===== config.mk =====
export PLATFORM = sky130hd
export DESIGN_NAME = key_mem_seq
export DESIGN_NICKNAME = d
export VERILOG_FILES = /design/src/rtl/key_mem_pkg.sv /design/src/rtl/key_mem_skid.sv /design/src/rtl/key_mem_seq.sv
export SDC_FILE = /design/constraint.sdc
export NUM_CORES = 1
export LEC_CHECK = 0
export BUFFER_PORTS_ARGS = -buffer_cell sky130_fd_sc_hd__buf_2
export CAP_MARGIN = 5
export CORE_ASPECT_RATIO = 1.25
export CORE_MARGIN = 2
export CORE_UTILIZATION = 46
export CTS_CLUSTER_DIAMETER = 40
export DETAILED_ROUTE_END_ITERATION = 8
export PLACE_DENSITY_LB_ADDON = 0.15
export REMOVE_ABC_BUFFERS = 1
export SKIP_LAST_GASP = 1
export SLEW_MARGIN = 20
export SYNTH_ARGS = -nofsm -noshare
export SYNTH_HDL_FRONTEND = slang
export SYNTH_SLANG_ARGS = --single-unit

===== constraint.sdc =====
create_clock -name clk -period 2.57 [get_ports clk]
set_input_delay 0.257 -clock clk [delete_from_list [all_inputs] [get_ports clk]]
set_output_delay 0.257 -clock clk [all_outputs]
set_load 0.03 [all_outputs]

===== src/rtl/key_mem_pkg.sv =====
// key_mem_pkg
// Shared constants and the controller state encoding for the key_mem sequencer.
//   ADDR_WIDTH_DEF : default key_mem address width
//   DATA_WIDTH_DEF : default key word width
//   state_t        : controller states (IDLE, LOAD, PLAY, DRAIN, CLEAR)
package key_mem_pkg;

  localparam int ADDR_WIDTH_DEF = 10;
  localparam int DATA_WIDTH_DEF = 32;

  typedef enum logic [2:0] {
    ST_IDLE  = 3'd0,
    ST_LOAD  = 3'd1,
    ST_PLAY  = 3'd2,
    ST_DRAIN = 3'd3,
    ST_CLEAR = 3'd4
  } state_t;

endpackage


===== src/rtl/key_mem_skid.sv =====
// key_mem_skid
// Two-entry valid/ready buffer that absorbs registered key_mem read data.
//   clk, reset       : clock, async active-high reset (empties the buffer)
//   push, push_data  : write one word (caller guarantees it never pushes when full)
//   valid, data      : head word; data is forced to 0 while empty
//   ready            : consumer accepts the head word when valid & ready
//   occupancy        : number of stored words (0..2)
module key_mem_skid
  import key_mem_pkg::*;
#(
  parameter int DATA_WIDTH = DATA_WIDTH_DEF
) (
  input  logic                  clk,
  input  logic                  reset,
  input  logic                  push,
  input  logic [DATA_WIDTH-1:0] push_data,
  output logic                  valid,
  output logic [DATA_WIDTH-1:0] data,
  input  logic                  ready,
  output logic [1:0]            occupancy
);

  logic [DATA_WIDTH-1:0] slot [2];
  logic                  wr_ptr;
  logic                  rd_ptr;
  logic [1:0]            count;
  logic                  pop;

  assign valid     = (count != 2'd0);
  assign pop       = valid & ready;
  assign data      = valid ? slot[rd_ptr] : '0;
  assign occupancy = count;

  always_ff @(posedge clk or posedge reset) begin
    if (reset) begin
      wr_ptr <= 1'b0;
      rd_ptr <= 1'b0;
      count  <= 2'd0;
    end else begin
      if (push) wr_ptr <= ~wr_ptr;
      if (pop)  rd_ptr <= ~rd_ptr;
      count <= count + {1'b0, push} - {1'b0, pop};
    end
  end

  // Storage needs no reset: data is masked while the buffer is empty.
  always_ff @(posedge clk) begin
    if (push) slot[wr_ptr] <= push_data;
  end

endmodule


===== src/rtl/key_mem_seq.sv =====
// key_mem_seq
// Sequences a key_mem block: loads a key stream into addresses 0.., replays the
// stored keys cyclically with backpressure, and clears the memory on request.
//   clk, reset                  : clock, async active-high reset
//   cmd_load/play/clear/stop    : commands (load/play/clear only accepted in IDLE)
//   s_tdata/s_tvalid/s_tlast/s_tready : key load stream
//   o_tdata/o_tvalid/o_tready   : key replay stream
//   mem_*                       : all key_mem control ports (sync write, 1-cycle read)
//   key_count                   : number of stored keys
//   busy, overflow, play_err    : status
module key_mem_seq
  import key_mem_pkg::*;
#(
  parameter int ADDR_WIDTH = ADDR_WIDTH_DEF,
  parameter int DATA_WIDTH = DATA_WIDTH_DEF
) (
  input  logic                  clk,
  input  logic                  reset,
  input  logic                  cmd_load,
  input  logic                  cmd_play,
  input  logic                  cmd_clear,
  input  logic                  cmd_stop,
  input  logic [DATA_WIDTH-1:0] s_tdata,
  input  logic                  s_tvalid,
  input  logic                  s_tlast,
  output logic                  s_tready,
  output logic [DATA_WIDTH-1:0] o_tdata,
  output logic                  o_tvalid,
  input  logic                  o_tready,
  output logic                  mem_clear,
  output logic                  mem_write_enable,
  output logic [ADDR_WIDTH-1:0] mem_write_addr,
  output logic [DATA_WIDTH-1:0] mem_write_data,
  output logic                  mem_read_enable,
  output logic [ADDR_WIDTH-1:0] mem_read_addr,
  input  logic [DATA_WIDTH-1:0] mem_read_data,
  output logic [ADDR_WIDTH:0]   key_count,
  output logic                  busy,
  output logic                  overflow,
  output logic                  play_err
);

  state_t                state, state_nxt;
  logic [ADDR_WIDTH-1:0] write_addr;
  logic [ADDR_WIDTH-1:0] read_addr;
  logic [ADDR_WIDTH:0]   count_r;
  logic                  overflow_r;
  logic                  play_err_r;
  logic                  read_pending;

  logic [1:0]            skid_occ;
  logic                  skid_valid;
  logic [DATA_WIDTH-1:0] skid_data;
  logic                  pop;
  logic                  room;
  logic                  last_addr;
  logic                  read_wrap;

  logic                  write_fire;
  logic                  read_fire;
  logic                  start_load;
  logic                  start_play;
  logic                  play_reject;

  assign pop       = skid_valid & o_tready;
  // A new read may issue only if its word is guaranteed a slot when it lands,
  // counting the word leaving the buffer this cycle so steady state is 1/cycle.
  assign room      = (({1'b0, skid_occ} + {2'b00, read_pending}) - {2'b00, pop}) < 3'd2;
  assign last_addr = &write_addr;
  assign read_wrap = ({1'b0, read_addr} == (count_r - (ADDR_WIDTH+1)'(1)));

  always_comb begin
    state_nxt   = state;
    s_tready    = 1'b0;
    write_fire  = 1'b0;
    read_fire   = 1'b0;
    start_load  = 1'b0;
    start_play  = 1'b0;
    play_reject = 1'b0;
    case (state)
      ST_IDLE: begin
        if (cmd_clear) begin
          state_nxt = ST_CLEAR;
        end else if (cmd_load) begin
          start_load = 1'b1;
          state_nxt  = ST_LOAD;
        end else if (cmd_play) begin
          if (count_r != '0) begin
            start_play = 1'b1;
            state_nxt  = ST_PLAY;
          end else begin
            play_reject = 1'b1;
          end
        end
      end
      ST_LOAD: begin
        // Stop wins over a pending beat so a dropped-ready beat is never written.
        if (cmd_stop) begin
          state_nxt = ST_IDLE;
        end else begin
          s_tready   = 1'b1;
          write_fire = s_tvalid;
          if (s_tvalid && (s_tlast || last_addr)) state_nxt = ST_IDLE;
        end
      end
      ST_PLAY: begin
        if (cmd_stop) state_nxt = ST_DRAIN;
        else          read_fire = room;
      end
      ST_DRAIN: begin
        if (skid_occ == 2'd0 && !read_pending) state_nxt = ST_IDLE;
      end
      ST_CLEAR: state_nxt = ST_IDLE;
      default:  state_nxt = ST_IDLE;
    endcase
  end

  always_ff @(posedge clk or posedge reset) begin
    if (reset) begin
      state        <= ST_IDLE;
      write_addr   <= '0;
      read_addr    <= '0;
      count_r      <= '0;
      overflow_r   <= 1'b0;
      play_err_r   <= 1'b0;
      read_pending <= 1'b0;
    end else begin
      state        <= state_nxt;
      play_err_r   <= play_reject;
      read_pending <= read_fire;
      if (start_load) begin
        write_addr <= '0;
        count_r    <= '0;
        overflow_r <= 1'b0;
      end
      if (write_fire) begin
        write_addr <= write_addr + ADDR_WIDTH'(1);
        count_r    <= count_r + (ADDR_WIDTH+1)'(1);
        if (last_addr && !s_tlast) overflow_r <= 1'b1;
      end
      if (start_play) read_addr <= '0;
      if (read_fire) read_addr <= read_wrap ? '0 : read_addr + ADDR_WIDTH'(1);
      if (state == ST_CLEAR) begin
        count_r    <= '0;
        overflow_r <= 1'b0;
      end
    end
  end

  key_mem_skid #(
    .DATA_WIDTH (DATA_WIDTH)
  ) u_skid (
    .clk       (clk),
    .reset     (reset),
    .push      (read_pending),
    .push_data (mem_read_data),
    .valid     (skid_valid),
    .data      (skid_data),
    .ready     (o_tready),
    .occupancy (skid_occ)
  );

  assign o_tvalid         = skid_valid;
  assign o_tdata          = skid_data;
  assign mem_clear        = (state == ST_CLEAR);
  assign mem_write_enable = write_fire;
  assign mem_write_addr   = write_addr;
  assign mem_write_data   = write_fire ? s_tdata : '0;
  assign mem_read_enable  = read_fire;
  assign mem_read_addr    = read_addr;
  assign key_count        = count_r;
  assign busy             = (state != ST_IDLE);
  assign overflow         = overflow_r;
  assign play_err         = play_err_r;

endmodule


After elaboration in Yosys (flattened, before gate mapping)
Memory sizes are Yosys's and may differ from the RTL's.
Index checks and enable logic that the tools add are counted.
{"block": "op_classes", "bitwise_logic": 3, "muxes": 44, "n_reduce_logical": 16, "n_eq_ne": 10, "magnitude_cmp": 1, "addsub": 8}
{"op": "two-way mux 32 bit", "n": 2}
{"op": "two-way mux 10 bit", "n": 5}
{"op": "two-way mux 11 bit", "n": 3}
{"op": "two-way mux 1 bit", "n": 25}
{"op": "two-way mux 3 bit", "n": 8}
{"op": "adder 10 x 1 -> 10 bit (second input constant)", "n": 2}
{"op": "case mux 3 bit (4 select lines)", "n": 1}
{"op": "adder 11 x 1 -> 11 bit (second input constant)", "n": 1}
{"op": "equality test 10 x 11 -> 1 bit", "n": 1}
{"op": "nonzero test 11 bit", "n": 1}
{"op": "subtractor 11 x 1 -> 11 bit (second input constant)", "n": 1}
{"op": "AND reduction 10 bit", "n": 1}
{"op": "inequality test 4 bit (second input constant)", "n": 2}
{"op": "equality test 3 x 2 -> 1 bit (second input constant)", "n": 2}
{"op": "nonzero test 2 bit", "n": 3}
{"op": "nonzero test 3 bit", "n": 2}
{"op": "AND reduction 5 bit", "n": 1}
{"op": "inequality test 2 bit (second input constant)", "n": 2}
{"op": "adder 2 x 1 -> 3 bit", "n": 1}
{"op": "equality test 3 x 1 -> 1 bit (second input constant)", "n": 1}
{"op": "equality test 3 bit (second input constant)", "n": 1}
{"op": "logical AND 1 bit", "n": 3}
{"op": "zero test 3 bit", "n": 1}
{"op": "less-than comparator 3 x 2 -> 1 bit (second input constant)", "n": 1}
{"op": "9 further kinds", "n": 11}
{"block": "word_totals", "word_cells": 93, "mem_count": 1, "mem_bits_rw": 64, "ff_bits": 41, "out_inout_bits": 103, "inputBits": 73}
{"name": "u_skid.slot", "words": 2, "word_bits": 32, "rd": 1, "rd_ports_with_merged_regs": 0, "write_ports": 1, "line": "key_mem_skid.sv:23", "source": "logic [DATA_WIDTH-1:0] slot [2];"}

Longest topological paths before layout
Gate-level depths: netlist (run 1).
{"block": "logic_depth", "ltp_word": 8, "mapped_depth": 14, "ltp_nobuf": 13}

Hierarchy
From an unflattened synthesis (run 1), not the netlist that was laid out.
{"block": "unflattened", "cells_unflattened": 477, "area_unflattened_um2": 5290.1}
{"module": "key_mem_skid", "area_each_um2": 2653.8, "seq_area_each_um2": 2021.9, "cells_per_inst": 154, "instances": 1}
{"module": "key_mem_seq", "area_each_um2": 2636.3, "seq_area_each_um2": 925.9, "cells_per_inst": 323, "instances": 1}

Worst setup path after synthesis (run 1)
OpenSTA, ideal clock, no wires.
{"block": "synth_timing", "kind": "reg2reg", "startpoint": "register u_skid.count[1], in the netlist u_skid.occupancy[1]", "endpoint": "register read_addr[2], in the netlist mem_read_addr[2]", "path_slack_ns": -0.735, "path_stages_with_launch": 15, "path_buffers": 2, "synth_period_minus_slack_ns": 3.305, "arrival_ns": 3.190, "setup_ns": 0.115, "cell_sequence": "dfrtp_1 nor2_1 inv_1 and2_1 ha_1 inv_1 ha_1 fa_1 nor2_1 and3_1 clkbuf_1 o211ai_1 and3b_2 buf_6 nor2_1"}
{"block": "synth_via", "elab_chain_len": 7, "word_cells_on_any_way": 9}
{"item": "start: declaration", "line": "key_mem_skid.sv:26", "source": "logic [1:0] count;"}
{"item": "start signal: assignment", "line": "key_mem_skid.sv:42", "source": "count <= count + {1'b0, push} - {1'b0, pop};"}
{"item": "nonzero test 2 bit *", "line": "key_mem_skid.sv:29", "source": "assign valid = (count != 2'd0);"}
{"item": "named net o_tvalid", "line": "key_mem_seq.sv:28", "source": "output logic o_tvalid,"}
{"item": "AND 1 bit *", "line": "key_mem_seq.sv:65", "source": "assign pop = skid_valid & o_tready;"}
{"item": "named net pop", "line": "key_mem_seq.sv:54", "source": "logic pop;"}
{"item": "subtractor 3 x 1 -> 3 bit *", "line": "key_mem_seq.sv:68", "source": "assign room = (({1'b0, skid_occ} + {2'b00, read_pending}) - {2'b00, pop}) < 3'd2;"}
{"item": "less-than comparator 3 x 2 -> 1 bit *", "line": "key_mem_seq.sv:68"}
{"item": "two-way mux 1 bit *", "line": "key_mem_seq.sv:107", "source": "if (cmd_stop) state_nxt = ST_DRAIN;"}
{"item": "two-way mux 1 bit *", "line": "key_mem_seq.sv:80", "source": "case (state)"}
{"item": "named net mem_read_enable", "line": "key_mem_seq.sv:34", "source": "output logic mem_read_enable,"}
{"item": "two-way mux 10 bit or nonzero test 2 bit (tied branches)"}
{"item": "end signal: assignment", "line": "key_mem_seq.sv:142", "source": "if (read_fire) read_addr <= read_wrap ? '0 : read_addr + ADDR_WIDTH'(1);"}
{"item": "end: declaration", "line": "key_mem_seq.sv:45", "source": "logic [ADDR_WIDTH-1:0] read_addr;"}
Mark *: on every way through the listed nets, which the timed path passes. The rest lies on a longest branch.
A chain may end at the register's enable or synchronous reset.

Worst setup path after layout (run 1)
{"block": "layout_timing", "startpoint": "register u_skid.count[0], in the netlist u_skid.occupancy[0]", "endpoint": "output port mem_read_enable"}
{"block": "layout_via", "elab_chain_len": 6, "word_cells_on_any_way": 7}
{"item": "nonzero test 2 bit", "line": "key_mem_skid.sv:29"}
{"item": "AND 1 bit", "line": "key_mem_seq.sv:65"}
{"item": "named net pop", "line": "key_mem_seq.sv:54"}
{"item": "subtractor 3 x 1 -> 3 bit", "line": "key_mem_seq.sv:68"}
{"item": "less-than comparator 3 x 2 -> 1 bit", "line": "key_mem_seq.sv:68"}
{"item": "two-way mux 1 bit", "line": "key_mem_seq.sv:107"}
{"item": "two-way mux 1 bit", "line": "key_mem_seq.sv:80"}
{"item": "end: declaration", "line": "key_mem_seq.sv:34"}
The timed path passes the listed nets, and every way through them passes these cells.

==> results by group, run 1 <==
Power and ir drop
  – Cell-internal power: about 3.7 mW
  – Switching part of the total power: around two fifths
  – IR drop worst, VDD: 0.000528 V
  – Leakage power total: around 3.4 nW
  – Combinational fraction of design power: a little over two fifths
  – Fraction of power consumed by the clock network: ~23%
  – Fraction of power consumed by sequential logic: between 30% and 40%
  – Reported net switching power: 2.43 mW
  – Power per cell area: 912 nW/um2

Global route
  – Largest net degree at the start of global routing: 35
  – Overflow left after global routing: 0
  – Global-route wire length before repair: 19200 um
  – Vias in the first global route: 3948
  – Global router's overall resource usage: 20.0%
  – Initial antenna violation count: 0

Final layout
  – Layout overhead on the synthesized area: 32.0%
  – Antenna Diode Count: 0
  – Fraction of final layout cells sized beyond drive strength 1: between 30% and 40%
  – Nets: around 740

Detailed routing
  – Remaining DRCs: 0
  – TritonRoute pass-1 iters: 5
  – ANT nets after route: 0
  – Total via count in the routed design: approximately 4200
  – DR WL/cell: approximately 15 um
  – DRC marker count from the first detailed-route iteration: about 170
  – Sum of routed wire length over all layers: between 10000 and 15000 um
  – Ratio of routed vias to standard cells: 5.25

Logic synthesis
  – Library cell with the highest instance count after synthesis: edfxtp_1
  – Mean instance size in the synthesized netlist: 11.1 um2
  – Count of flip-flops with a built-in enable after synthesis: 64
  – Leading post-synthesis cells by cell area: edfxtp_1 (37%), dfrtp_1 (20%), mux2i_1 (7.0%), and3_1 (4.8%), nor2_1 (4.2%)
  – Synthesis-stage register bit count: between 100 and 150
  – Post-synthesis mux area share: 7.24%
  – Post-synth design cell area: between 5000 and 6000 um2
  – Number of synthesis warnings: 0
  – Sequential fraction of the synthesis area: between 50 and 60%
  – Cell type with the largest total area after synthesis: edfxtp_1
  – Cell variety after synth: a little under 50
  – Post-Synth Simple-Gate Area: roughly a fifth
  – Top cells by count, synth: edfxtp_1 (64), nor2_1 (58), dfrtp_1 (41)
  – Yosys top cell area share: approximately 37%
  – Post-Syn Instances: approximately 460
  – Adder and majority cell fraction of the synthesized area: under 10%
  – Post-synth ARST share: 39.0%
  – XOR/XNOR Fraction of Synth Area: under 10%
  – Compound-gate portion of the synthesized area: 6.00%
  – Dominant synthesized flop cell: edfxtp_1
  – Dominant combinational cell family by area after synthesis: simple AND/OR/NAND/NOR gates

Critical path
  – Chain of cells forming the critical path: nor2_2, inv_2, and2_4, ha_4, inv_2, ha_4, fa_2, nor2_2, and3_4, buf_6, buf_6
  – R2r setup slk: -120 ps
  – Worst setup path class: reg -> out
  – Worst endpoint data arrival time: roughly 2500 ps
  – Setup crit start kind: register
  – Required time of the critical path: 2310 ps
  – Delay contributed by the slowest stage of the critical path: approximately 540 ps
  – Library cell contributing the largest single delay on the critical path: fa_2
  – CP max FO: 2
  – Sort of element at the end of the critical path: output pin
  – Logic depth of the worst register-to-register path: 13

STA
  – Relative slew slack: about 45%
  – Max-slew violation count: 0
  – Setup Total Neg Slack: -1100 ps
  – Clock skew: just over 7 ps
  – Worst-case setup margin in the final layout: -217 ps
  – RSZ-0062 raised after global routing: true
  – Fmax: around 360 MHz
  – Final Setup Violations: 10
  – Minimum clock period: 2790 ps
  – Part of the cycle the worst path needs: 108%
  – Worst Tran Pin Value: approximately 830 ps
  – Hold Vio Cnt, Final: 0

Die
  – Ports placed on the boundary: 176
  – DIE WIDTH: between 90 and 100 um
  – Number of cell rows: between 40 and 50
  – Overall die area: around 12000 um2
  – Initial core utilization: around 47%
  – Placeable core area: about 11000 um2
  – Die Y: about 120 um

Placement
  – Number of buffer cells added on primary ports: approximately 180
  – Minimum setup slack after placement: -367 ps
  – Detail Placement HPWL: approximately 8600 um
  – Final RePlAce weighted congestion: 0.797

Status
  – Outcome: finished, violations left
  – Failing checks: setup timing

Flow run
  – Number of max-cap violations: 0

CTS
  – CTS sink count: between 100 and 150
  – Worst-skew pair later-pin latency: between 300 and 400 ps
  – Level count of the clock H-tree: 3
  – CTS tree: done
  – Root buffer cell: clkbuf_16
  – Clock slew seen by the registers of the worst setup and hold paths: approximately 70 ps
  – Clock Tree Buf Depth: 2
  – Inserted Clock Buffers: 9

Hold path
  – Worst Hold Class: in -> async
## stage by stage
step / area [um2] / cells / hold slack (ps) / power (mW) / utilization [%]
final: 6780 / 797 / 66.1 / 6.18 / 61.7
after global routing: 6780 / 797 / 85.2 / 6.51 / 61.7
after CTS: 6710 / 797 / 85.4 / 6.15 / 61.1
after detailed placement: 6220 / 765 / 449 / 4.55 / 56.7
after global placement: 6220 / 765 / 444 / 4.52 / 56.7
after floorplan: 4980 / 432 / 356 / 3.79 / -
## final timing paths
path / startpoint / end
min in group clk: mem_read_data[17] / u_skid.slot[1][17]$_DFFE_PP_
min reg2reg: mem_write_addr[6]$_DFFE_PP0P_ / mem_write_addr[6]$_DFFE_PP0P_
max in group asynchronous: reset / mem_write_addr[0]$_DFFE_PP0P_
max: u_skid.occupancy[0]$_DFF_PP0_ / mem_read_enable
min: reset / state[0]$_DFFE_PP0P_
max reg2reg: u_skid.occupancy[0]$_DFF_PP0_ / mem_read_addr[2]$_DFFE_PP0P_
## cell usage in the layout (no fill, tap or decap), types with 3 or more instances in the layout
| cell | Yosys | layout |
|---|---|---|
| xor2_1 | 17 | 16 |
| dfrtp_1 | 41 | 40 |
| nand3b_1 | 3 | 3 |
| o21ai_0 | 31 | 29 |
| edfxtp_1 | 64 | 64 |
| buf_6 | 2 | 4 |
| clkbuf_16 | 0 | 9 |
| nand4_1 | 10 | 10 |
| nor2_2 | 0 | 3 |
| nand3_1 | 17 | 17 |
| inv_1 | 12 | 10 |
| nor3_1 | 6 | 5 |
| nand2_1 | 38 | 38 |
| nor2_1 | 58 | 54 |
| ha_1 | 6 | 4 |
| o211ai_1 | 3 | 3 |
| xnor2_1 | 8 | 8 |
| buf_4 | 0 | 36 |
| a31oi_1 | 4 | 4 |
| mux2i_1 | 36 | 36 |
| buf_2 | 0 | 174 |
| and3_1 | 39 | 38 |
## power groups by stage
stage,clock network [mW],registers (mW),logic [mW]
6_report,1.40,2.18,2.59
5_1_grt,1.50,2.21,2.80
4_1_cts,1.43,2.18,2.54
3_5_place_dp,0,2.22,2.34
3_3_place_gp,0,2.21,2.31
2_1_floorplan,0,2.28,1.51
## timing repair
action / in CTS / in global routing
setup endpoints to repair: 11 / 14
gates resized for setup: 13 / 18
pin swaps: 5 / 11
hold buffers: 0 / 0
setup buffers: 16 / 4
## area by class of cell
| cell class | count | area (um2) |
|---|---|---|
| inverter | 12 | 45.0 |
| timing repair buffer | 214 | 1190 |
| sequential | 105 | 2950 |
| tap | 135 | 169 |
| multi-input combinational | 315 | 2120 |
| fill | 952 | 4200 |
| clock buffer | 11 | 243 |
| clock inverter | 5 | 62.6 |
## routing by layer
layer	global-route usage, %	vias up	part of all wire (%)
met3	3.79	9	5.6
met4	5.99	0	0.77
li1	-	2049	-
met1	25.2	2000	41
met2	35.0	130	52
met5	0	-	0
## critical path, delay by kind of cell, from the launching register on
kind,cells,cell delay [ps]
adders and majority gates,3,940
buffers and inverters,4,330
DFF,1,400
and+or+nand+nor,4,500
## state kept, by name, indices dropped and copies added, names as in the netlist
register and count:
u_skid.wr_ptr 1, mem_read_addr 10, u_skid.slot 64, key_count 11, play_err 1, read_pending 1, u_skid.rd_ptr 1, mem_write_addr 10
u_skid.occupancy 2, overflow 1, state 3
## cell families after synthesis
kind of cell	Yosys count
and+or+nand+nor	196
muxes	37
AOI/OAI and AO/OA	50
buffers and inverters	43
DFF	105
xor gates and xnor gates	25
adders and majority gates	7
No activity file was read; power rests on OpenSTA's default activity.
==> inputs of run 2 (changes only) <==
--- a/config.mk
+++ b/config.mk
@@ -12,7 +12,7 @@
 export CORE_UTILIZATION = 46
 export CTS_CLUSTER_DIAMETER = 40
 export DETAILED_ROUTE_END_ITERATION = 8
-export PLACE_DENSITY_LB_ADDON = 0.15
+export PLACE_DENSITY_LB_ADDON = 0.1
 export REMOVE_ABC_BUFFERS = 1
 export SKIP_LAST_GASP = 1
 export SLEW_MARGIN = 20
==> results by group, run 2 (synthesized netlist as in run 1, its figures left out) <==
Status
  – Outcome: finished, violations left
  – Failing checks: setup timing

STA
  – Max-slew violation count: 0
  – Worst-case setup margin in the final layout: -257 ps
  – Worst Tran Pin Value: between 600 and 700 ps
  – Hold Vio Cnt, Final: 0
  – Relative slew slack: 55.1%
  – Clock skew: 6.12 ps
  – RSZ-0062 raised after global routing: true
  – Fmax: 354 MHz
  – Minimum clock period: approximately 2800 ps
  – Setup Total Neg Slack: -2260 ps
  – Final Setup Violations: 11
  – Part of the cycle the worst path needs: 110%
  – Worst hold margin: ~30 ps

Die
  – Overall die area: approximately 12000 um2
  – Placeable core area: around 11000 um2
  – Ports placed on the boundary: 176
  – Die Y: 122 um
  – DIE WIDTH: approximately 98 um
  – Number of cell rows: 43
  – Initial core utilization: between 40% and 50%

Final layout
  – Nets: around 740
  – Number of fillers in the final layout: 960
  – Biggest register: u_skid.slot
  – Layout overhead on the synthesized area: 31.6%
  – Most frequent standard cell in the layout excluding fill and tap cells: buf_2
  – Top library cells by usage in the layout, fill and taps aside: buf_2 (174), edfxtp_1 (64), nor2_1 (52)
  – Design area: approximately 6800 um2
  – Final core occ: between 60% and 70%
  – Fraction of final layout cells sized beyond drive strength 1: about 40%
  – Cell Count, Final, Fillers Out: between 700 and 800
  – Number of flip-flops in the largest register: 64
  – Antenna Diode Count: 0

CTS
  – Clock Tree Buf Depth: 2
  – Number of hold-repair buffers added at the cts stage: 0
  – CTS sink count: around 110
  – CTS tree: done
  – Clock slew seen by the registers of the worst setup and hold paths: approximately 70 ps
  – Worst-skew pair later-pin latency: 340 ps
  – Level count of the clock H-tree: 3
  – Inserted Clock Buffers: 9
  – Root buffer cell: clkbuf_16

Detailed routing
  – Total via count in the routed design: between 4000 and 5000
  – ANT nets after route: 0
  – Remaining DRCs: 0
  – TritonRoute pass-1 iters: 4
  – DR WL/cell: 15.6 um
  – DRC marker count from the first detailed-route iteration: 217
  – Sum of routed wire length over all layers: 12400 um
  – Ratio of routed vias to standard cells: 5.30

Critical path
  – Required time of the critical path: approximately 2800 ps
  – Worst endpoint data arrival time: between 3000 and 4000 ps
  – Startpoint of the worst-slack reg-to-reg timing path: u_skid.occupancy[1]$_DFF_PP0_
  – Setup crit start kind: register
  – Worst reg2reg path endpoint: mem_read_addr[7]$_DFFE_PP0P_
  – CP max FO: 8
  – Sort of element at the end of the critical path: register
  – Critical path launch point: u_skid.occupancy[1]$_DFF_PP0_
  – Worst setup path class: reg -> reg
  – Logic depth of the worst register-to-register path: 14
  – Endpoint of the most critical setup path: mem_read_addr[7]$_DFFE_PP0P_
  – R2r setup slk: -260 ps

Hold path
  – Worst Hold Class: in -> async

Flow run
  – Number of max-cap violations: 0

Placement
  – Placed Instance Area: about 6300 um2
  – Final RePlAce weighted congestion: approximately 0.76
  – Number of buffer cells added on primary ports: about 180
  – Detail Placement HPWL: between 8000 and 9000 um
  – Placed Cells incl. Taps: about 770
  – Minimum setup slack after placement: -303 ps

Global route
  – Global-route wire length before repair: 19500 um
  – Largest net degree at the start of global routing: 42
  – Overflow left after global routing: 0
  – Vias in the first global route: around 4000
  – Initial antenna violation count: 0
  – Global router's overall resource usage: between 20% and 30%

Power and ir drop
  – IR drop worst, VDD: about 0.0007 V
  – Leakage power total: between 3 and 4 nW
  – Power per cell area: roughly 900 nW/um2
  – Post-layout power: 6.06 mW
run 2: changes by cell type in the layout (fill, tap and decap cells not counted), sizes merged:
cell,delta
bufinv,-1
buf,-1
inv,+3
clkbuf,-1
clkinv,-1
run 2: routing by layer:
metal	track usage [%]	part of all wire, %	vias up
li1	-	-	2038
met1	25.6	42	2045
met2	35.0	51	124
met3	4.30	4.7	15
met4	6.08	1.6	0
met5	0	0	-
run 2: how the worst min path moves through the flow:
stage                     cells past startpoint  slack (ps)        startpoint                             to
after global routing                          1          80  mem_read_data[6]    u_skid.slot[0][6]$_DFFE_PP_
after CTS                                     3          50             reset  mem_write_addr[7]$_DFFE_PP0P_
final                                         3          30             reset  mem_write_addr[6]$_DFFE_PP0P_
after detailed placement                      3         420             reset  mem_write_addr[6]$_DFFE_PP0P_
after global placement                        3         420             reset  mem_write_addr[7]$_DFFE_PP0P_
after floorplan                               0         360  mem_read_data[0]    u_skid.slot[0][0]$_DFFE_PP_
run 2: final cells by class:
class                   instances  area, um2  area share, %
flip-flops and latches        105       2950           43.6
repair buffers                213       1190           17.6
clock buffers                  10        229           3.39
well taps                     135        169           2.50
clock inverters                 6       56.3          0.833
multi-input cells             315       2120           31.4
inverters                      12       45.0          0.667
run 2: where the power goes:
part | switching (mW) | internal, mW
sequential | 0.158 | 1.96
combinational | 1.66 | 0.953
clock | 0.644 | 0.683
run 2: critical path: stages (launching register included):
cell and delay (ps):
dfrtp_1 400, nor2_2 140, inv_2 50, and2_4 140, ha_4 250, inv_2 30
ha_4 140, fa_1 480, nor2_2 130, buf_4 120, and3_4 200, buf_6 110
o211ai_1 70, and3b_2 360, nor2_1 80
run 2: repair_timing:
action	CTS	global route
buffers inserted	9	5
pin swaps	15	8
endpoints found under the setup margin	11	11
gates resized for setup	21	6
